==> src/rtl/memcopy_sequencer.sv <==
// rtl/memcopy_sequencer.sv - multi-cycle memcopy engine over the data-memory port (optional MEMCOPY_ABORT_EN)
module memcopy_sequencer #(
    parameter int ADDR_WIDTH = 32,
    parameter int DATA_WIDTH = 32,
    parameter int LEN_WIDTH  = 16
) (
    input  logic                  clk,
    input  logic                  rst_n,
`ifdef MEMCOPY_ABORT_EN
    input  logic                  abort,
    output logic                  aborted,
`endif
    input  logic                  start,
    input  logic [ADDR_WIDTH-1:0] src_addr,
    input  logic [ADDR_WIDTH-1:0] dst_addr,
    input  logic [LEN_WIDTH-1:0]  len_words,
    output logic                  busy,
    output logic                  done,
    output logic                  err,
    output logic                  mem_rd_en,
    output logic                  mem_wr_en,
    output logic [ADDR_WIDTH-1:0] mem_addr,
    output logic [DATA_WIDTH-1:0] mem_wdata,
    input  logic [DATA_WIDTH-1:0] mem_rdata,
    input  logic                  mem_ready
);

    localparam logic [ADDR_WIDTH-1:0] STRIDE     = ADDR_WIDTH'(DATA_WIDTH / 8);
    localparam logic [ADDR_WIDTH-1:0] ALIGN_MASK = ADDR_WIDTH'(DATA_WIDTH / 8 - 1);

    typedef enum logic [2:0] {S_IDLE, S_CHECK, S_READ, S_WRITE, S_FINISH} state_t;

    state_t                state, state_nxt;
    logic [ADDR_WIDTH-1:0] src_ptr, dst_ptr, src_nxt, dst_nxt, addr_nxt;
    logic [LEN_WIDTH-1:0]  remain, remain_nxt;
    logic [DATA_WIDTH-1:0] data_buf, buf_nxt;
    logic                  err_nxt;
    logic                  abort_req, abort_q_nxt, aborted_nxt;

`ifdef MEMCOPY_ABORT_EN
    logic abort_q;
    // An abort seen while an access is stalled is remembered until that access completes.
    assign abort_req = abort | abort_q;
`else
    assign abort_req = 1'b0;
`endif

    always_comb begin
        state_nxt   = state;
        src_nxt     = src_ptr;
        dst_nxt     = dst_ptr;
        remain_nxt  = remain;
        buf_nxt     = data_buf;
        err_nxt     = err;
        aborted_nxt = 1'b0;
        abort_q_nxt = 1'b0;
        case (state)
            S_IDLE: begin
                if (start) begin
                    src_nxt    = src_addr;
                    dst_nxt    = dst_addr;
                    remain_nxt = len_words;
                    state_nxt  = S_CHECK;
                end
            end
            S_CHECK: begin
                if (abort_req) begin
                    aborted_nxt = 1'b1;
                    state_nxt   = S_FINISH;
                end else if (|((src_ptr | dst_ptr) & ALIGN_MASK)) begin
                    err_nxt   = 1'b1;
                    state_nxt = S_FINISH;
                end else if (remain == '0) begin
                    state_nxt = S_FINISH;
                end else begin
                    state_nxt = S_READ;
                end
            end
            S_READ: begin
                abort_q_nxt = abort_req;
                if (mem_ready) begin
                    buf_nxt     = mem_rdata;
                    abort_q_nxt = 1'b0;
                    if (abort_req) begin
                        aborted_nxt = 1'b1;
                        state_nxt   = S_FINISH;
                    end else begin
                        state_nxt = S_WRITE;
                    end
                end
            end
            S_WRITE: begin
                abort_q_nxt = abort_req;
                if (mem_ready) begin
                    src_nxt     = src_ptr + STRIDE;
                    dst_nxt     = dst_ptr + STRIDE;
                    remain_nxt  = remain - LEN_WIDTH'(1);
                    abort_q_nxt = 1'b0;
                    if (remain_nxt == '0) begin
                        state_nxt = S_FINISH;
                    end else if (abort_req) begin
                        aborted_nxt = 1'b1;
                        state_nxt   = S_FINISH;
                    end else begin
                        state_nxt = S_READ;
                    end
                end
            end
            S_FINISH: begin
                err_nxt   = 1'b0;
                state_nxt = S_IDLE;
            end
            default: state_nxt = S_IDLE;
        endcase

        // Outputs are registered from the next state so the memory port sees no combinational path.
        case (state_nxt)
            S_READ:  addr_nxt = src_nxt;
            S_WRITE: addr_nxt = dst_nxt;
            default: addr_nxt = '0;
        endcase
    end

    always_ff @(posedge clk or negedge rst_n) begin
        if (!rst_n) begin
            state     <= S_IDLE;
            src_ptr   <= '0;
            dst_ptr   <= '0;
            remain    <= '0;
            data_buf  <= '0;
            busy      <= 1'b0;
            done      <= 1'b0;
            err       <= 1'b0;
            mem_rd_en <= 1'b0;
            mem_wr_en <= 1'b0;
            mem_addr  <= '0;
        end else begin
            state     <= state_nxt;
            src_ptr   <= src_nxt;
            dst_ptr   <= dst_nxt;
            remain    <= remain_nxt;
            data_buf  <= buf_nxt;
            busy      <= (state_nxt == S_CHECK) || (state_nxt == S_READ) || (state_nxt == S_WRITE);
            done      <= (state_nxt == S_FINISH);
            err       <= err_nxt;
            mem_rd_en <= (state_nxt == S_READ);
            mem_wr_en <= (state_nxt == S_WRITE);
            mem_addr  <= addr_nxt;
        end
    end

    assign mem_wdata = data_buf;

`ifdef MEMCOPY_ABORT_EN
    always_ff @(posedge clk or negedge rst_n) begin
        if (!rst_n) begin
            abort_q <= 1'b0;
            aborted <= 1'b0;
        end else begin
            abort_q <= abort_q_nxt;
            aborted <= aborted_nxt;
        end
    end
`else
    logic unused_abort;
    assign unused_abort = abort_q_nxt | aborted_nxt;
`endif

endmodule

==> config.mk <==
export PLATFORM = sky130hd
export DESIGN_NAME = memcopy_sequencer
export DESIGN_NICKNAME = d
export VERILOG_FILES = /design/src/rtl/memcopy_sequencer.sv
export SDC_FILE = /design/constraint.sdc
export NUM_CORES = 1
export LEC_CHECK = 0
export BUFFER_PORTS_ARGS = -buffer_cell sky130_fd_sc_hd__buf_2
export CAP_MARGIN = 20
export CORE_ASPECT_RATIO = 1.25
export CORE_MARGIN = 5
export CORE_UTILIZATION = 39
export CTS_CLUSTER_SIZE = 16
export DETAILED_ROUTE_END_ITERATION = 16
export SYNTH_ARGS = -nofsm -noshare
export SYNTH_HDL_FRONTEND = slang
export SYNTH_SLANG_ARGS = --single-unit
==> constraint.sdc <==
create_clock -name clk -period 2.5 [get_ports clk]
set_clock_uncertainty 0.15 [all_clocks]
set_input_delay 0.25 -clock clk [delete_from_list [all_inputs] [get_ports clk]]
set_output_delay 0.25 -clock clk [all_outputs]
set_load 0.1 [all_outputs]
Word-level counts from Yosys, hierarchy flattened
Cells that the tools add are included.
Widths: inputs -> output; s select.
- register bits after elaboration: 152
- input bits: 116
- output and inout port bits: 69
- word-level logic and storage cells: 56
- add/subtract/negate cells: 3
- equality and inequality tests: 11
- muxes and demuxes: 19
- bitwise operators: 1
- reductions and logical operators: 11
- operator list (cell ; count):
    $pmux 32 s2 ; 3
    $mux 32 ; 4
    $add 32x3->32 const B ; 2
    $logic_not 16->1 ; 2
    $mux 16 ; 2
    $pmux 16 s2 ; 1
    $mux 3 ; 6
    $sub 16x1->16 const B ; 1
    $eq 3x2->1 const B ; 4
    $pmux 3 s4 ; 1
    $eq 3x1->1 const B ; 2
    $eq 3x3->1 const B ; 2
    $ne 2x2->1 const B ; 3
    $reduce_and 2->1 ; 2
    $reduce_bool 2->1 ; 2
    $logic_not 3->1 ; 1
    $reduce_and 3->1 ; 1
    $logic_or 1x1->1 ; 2
    $or 2x2->2 ; 1
    $pmux 1 s2 ; 1
    $reduce_or 2->1 ; 1
    $mux 1 ; 1

Longest topological paths before layout
- word-level depth: 8
- gate-level depth with buffers: 10
- gate-level depth less buffers: 9

Worst setup path after synthesis
No wires, ideal clock.
- kind: reg2reg
- from: reg remain[0]
- to: reg mem_addr[28]
- setup time: 131 ps
- arrival time: 2221 ps
- data required time: 2219 ps
- setup slack: -3 ps
- cell stages (with the launch flop): 11
- buffers on the path: 1
- clock period less this slack: 2503 ps
- cell sequence: dfrtp_1 -> inv_1 -> ha_1 -> nor4b_1 -> xnor2_1 -> nand2_1 -> a2111oi_4 -> nand4_4 -> nand2_4 -> buf_6 -> o2bb2ai_1
- word-level cells in the longest chain between the ends: 7
- elaborated cells between the ends (all ways): 11
- those cells by class: add/sub: 1; eq/ne: 2; mux: 6; reduce/logical: 2
- ends and longest elaborated chain (element ; line ; text):
    start, declared ; 35 ; logic [LEN_WIDTH-1:0] remain, remain_nxt;
    start signal, assigned ; 141 ; remain <= remain_nxt;
    $sub 16x1->16 ; 97 ; remain_nxt = remain - LEN_WIDTH'(1);
    $logic_not 16->1 ; 99 ; if (remain_nxt == '0) begin
    $mux 3 ; 99 ;
    $mux 3 ; 94 ; if (mem_ready) begin
    $pmux 3 s4 (*) ; 57 ; case (state)
    $eq 3x2->1 ; 117 ; case (state_nxt)
    $pmux 32 s2 (*) ; 117 ;
    net addr_nxt[28] ; 34 ; logic [ADDR_WIDTH-1:0] src_ptr, dst_ptr, src_nxt, dst_nxt, addr_nxt;
    end signal, assigned ; 148 ; mem_addr <= addr_nxt;
    end, declared ; 22 ; output logic [ADDR_WIDTH-1:0] mem_addr,
The timed path passes the listed nets; every way through them passes the cells marked *.
A chain may end at the register's enable or synchronous reset.

Worst setup path in the final report
- from: reg remain[0]
- to: reg mem_addr[5]
The elaborated chain is that of the path after synthesis.

==> metrics <==
clk root buf clkbuf_16; Static Leakage between 5 and 6 nW; number of global-route vias before repair roughly 8.0k; Max Buffers Root-to-Sink 2; H-tree Lvls 4; Post-synth top cells 152 x dfrtp_1, 115 x nand2_1, 55 x o21ai_0, 51 x nor2_1, 49 x a21oi_1; Hold Path Sink remain[4]; Via Count 7730; gr ovfl total 0; delay-heaviest family, CP simple AND/OR/NAND/NOR gates; Sw Share 52.86%; placed instance area ~9700 um2; CP max stage cell or4b_4; Tcrit/Tclk final 99.00%; Synth top area share a little under half; CP max stage delay 0.48 ns; Final HPWL DP roughly 19000 um; hold path depth 3; P_sw roughly 8.6 mW; Min Hold Slack between 0.01 and 0.015 ns; largest cells by area after synthesis dfrtp_1 48%, nand2_1 5.4%, mux2_2 4.5%; Hold Violations, Final 0; Startpoint Class flop; initial antenna violation count 0; number of synthesized register bits between 150 and 200; Synth Instances 832; share of post-route cells with drive strength above 1 32.82%; Layout Nets 1274; width of the die 137.8 um; Flop pwr share between 20% and 30%; Worst-path clk slew roughly 0.07 ns; largest net degree at the start of global routing between 50 and 60; Max Clock Freq 0.4040 GHz; worst-path fanout max 5; GR Util met2 roughly two fifths; worst path cell trace buf_4 -> ha_1 -> or4b_4 -> a2111oi_4 -> nand4_4 -> buf_12 -> and3_1 -> a21o_1; total of max-cap violations 0; Max VDD drop approximately 0.96 mV; P per Cell Area 1443 nW/um2; grt peak-use layer met2; Synth warnings 0; Site Rows between 50 and 60; first-pass GRT wire length 41710 um; CTS tree done; gr usage total between 20% and 30%; R2R setup slack roughly 0.025 ns; Yosys cell types 76; DRC 0; Final ANT Viol Nets 0; Relative slew margins 61.93%; vias per cell 5.379; Final GP Congestion around 0.86; async set-reset flop share out of synthesis 100.0%; CORE AREA between 20000 and 25000 um2; P&R area growth vs syn 41.76%; # setup viols final 0; io pins roughly 190; Clock Power Share 15.6%; router iterations before antenna repair 5; Primary FF master, synth dfrtp_1; DR iter-0 viols ~500; Worst Max-Slew Pin Slew between 0.5 and 0.6 ns; Max Slew Vio Count 0; internal power between 7 and 8 mW; sequential-to-total area share from yosys stat 47.76%; Design Power about 16 mW; Critical Path Sink Type flop; Post-Syn Area around 8000 um2; Sinks on Clock Net between 150 and 200; Data arrival, critical path 2.64 ns; reg2reg path depth 8; largest area contributor in the netlist dfrtp_1; wire per inst approximately 18 um; Hold Crit Start len_words[4]; unrepaired setup endpoints after global routing yes; die area 23400 um2; status completed; RR Startpoint remain[0]; Net Count, Synth about 950; Finished Cell Area ~11000 um2; met1 usage a little over a quarter; final wirelength ~26000 um; combinational share of power between 50% and 60%; Worst Path Buf+Inv 2; minimum clock period 2.475 ns; Diodes inserted 0; Skew-Pair Late Insertion Delay 0.43 ns; Data required, critical path around 2.7 ns; CTS Buf Count 17; Initial Utilization between 30% and 40%; crit path kind flop to flop; most common cell in the netlist dfrtp_1; Hold Crit Class input port to flop; chip height roughly 170 um; M3 GR Usage roughly 4.1%; Post-synth EDFFs 0; RR Endpoint mem_addr[5]; syn_area_per_cell between 9 and 10 um2; IO buf count 184
metrics by stage:
step / util [%] / worst slack, ns / cells / TNS (ns)
2_1_floorplan: - / 0.1050 / 832 / 0
3_5_place_dp: 48.32 / -0.07243 / 1319 / -0.6910
6_report: 56.16 / 0.02493 / 1437 / 0
5_1_grt: 56.16 / -0.08701 / 1437 / -1.145
3_3_place_gp: 48.32 / -0.02397 / 1319 / -0.03650
4_1_cts: 55.40 / 0.002299 / 1433 / 0
worst max path at each step:
stage | from | to | slack, ns | cells past startpoint
global placement | remain[1] | mem_addr[25] | -0.02 | 10
global route | remain[0] | mem_addr[2] | -0.09 | 10
CTS | src_ptr[2] | mem_addr[12] | 0.002 | 9
floorplan | remain[0] | mem_addr[28] | 0.11 | 10
detailed placement | remain[1] | mem_addr[25] | -0.07 | 10
finish | remain[0] | mem_addr[5] | 0.02 | 8
placed cells by master, fill, tap and decap left out, types with 7 or more instances in the layout:
| cell type | n |
|---|---|
| a21o_1 | 9 |
| a21oi_1 | 49 |
| a221o_1 | 7 |
| a22oi_1 | 8 |
| a31oi_1 | 11 |
| and2_1 | 7 |
| and3_1 | 24 |
| buf_12 | 9 |
| buf_2 | 183 |
| buf_4 | 74 |
| clkbuf_16 | 18 |
| dfrtp_1 | 151 |
| dlygate4sd3_1 | 82 |
| inv_1 | 33 |
| mux2_2 | 32 |
| nand2_1 | 114 |
| nand3_1 | 37 |
| nand4_1 | 19 |
| nor2_1 | 48 |
| nor3_1 | 12 |
| nor4_1 | 8 |
| o211ai_1 | 10 |
| o21ai_0 | 54 |
| o2bb2ai_1 | 11 |
| o2bb2ai_2 | 12 |
| o311a_1 | 8 |
| o311ai_0 | 7 |
| or2_2 | 7 |
registers in the layout, summed over array words and instances, names as in the netlist:
name / cells
remain: 16
busy: 1
src_ptr: 32
mem_rd_en: 1
done: 1
state: 3
err: 1
mem_addr: 32
mem_wr_en: 1
dst_ptr: 32
mem_wdata: 32
worst register-to-register path, cell delays in order, from the launching register on:
cell and delay (ns):
dfrtp_1 0.36, buf_4 0.15, ha_1 0.18, or4b_4 0.48
a2111oi_4 0.40, nand4_4 0.20, buf_12 0.18, and3_1 0.13
a21o_1 0.15
routing by layer:
metal / wire length, um / vias to the layer above
met5: 0 / -
met2: 13790 / 231
li1: - / 3720
met4: 681 / 0
met1: 10570 / 3730
met3: 1240 / 49
area by class of cell:
cell class | count | area [um2]
inverter | 35 | 131.4
sequential | 152 | 3805
clock buffer | 19 | 442.9
tap | 270 | 337.8
clock inverter | 13 | 135.1
timing repair buffer | 350 | 2509
multi-input combinational | 598 | 3929
fill | 1810 | 8812
power groups by stage:
stage	clock network [mW]	registers (mW)	logic (mW)
after global routing	2.71	4.49	9.99
after floorplan	0	7.66	3.26
after CTS	2.60	4.33	9.15
final	2.55	4.34	9.40
after global placement	0	4.34	8.95
after detailed placement	0	4.34	9.02
timing repair:
action / in CTS / in global routing
pin swaps: 3 / 5
gates resized for setup: 4 / 22
hold endpoints to repair: 136 / 0
cloned: 0 / 1
hold buffers: 82 / 0
setup endpoints to repair: 30 / 37
setup buffers: 0 / 3
cells by family (layout without fill, tap and decap cells):
group / count (synthesis) / count (layout) / share of synthesized area, %
buffers and inverters: 82 / 417 / 4.556
flip-flops: 152 / 152 / 47.76
AO/OA/AOI/OAI: 230 / 230 / 20.33
AND/OR/NAND/NOR: 325 / 325 / 21.38
XOR/XNOR: 4 / 4 / 0.4400
adder cells (fa/ha/maj): 4 / 4 / 0.6285
multiplexers: 35 / 35 / 4.902
(Power assumes the default switching activity.)
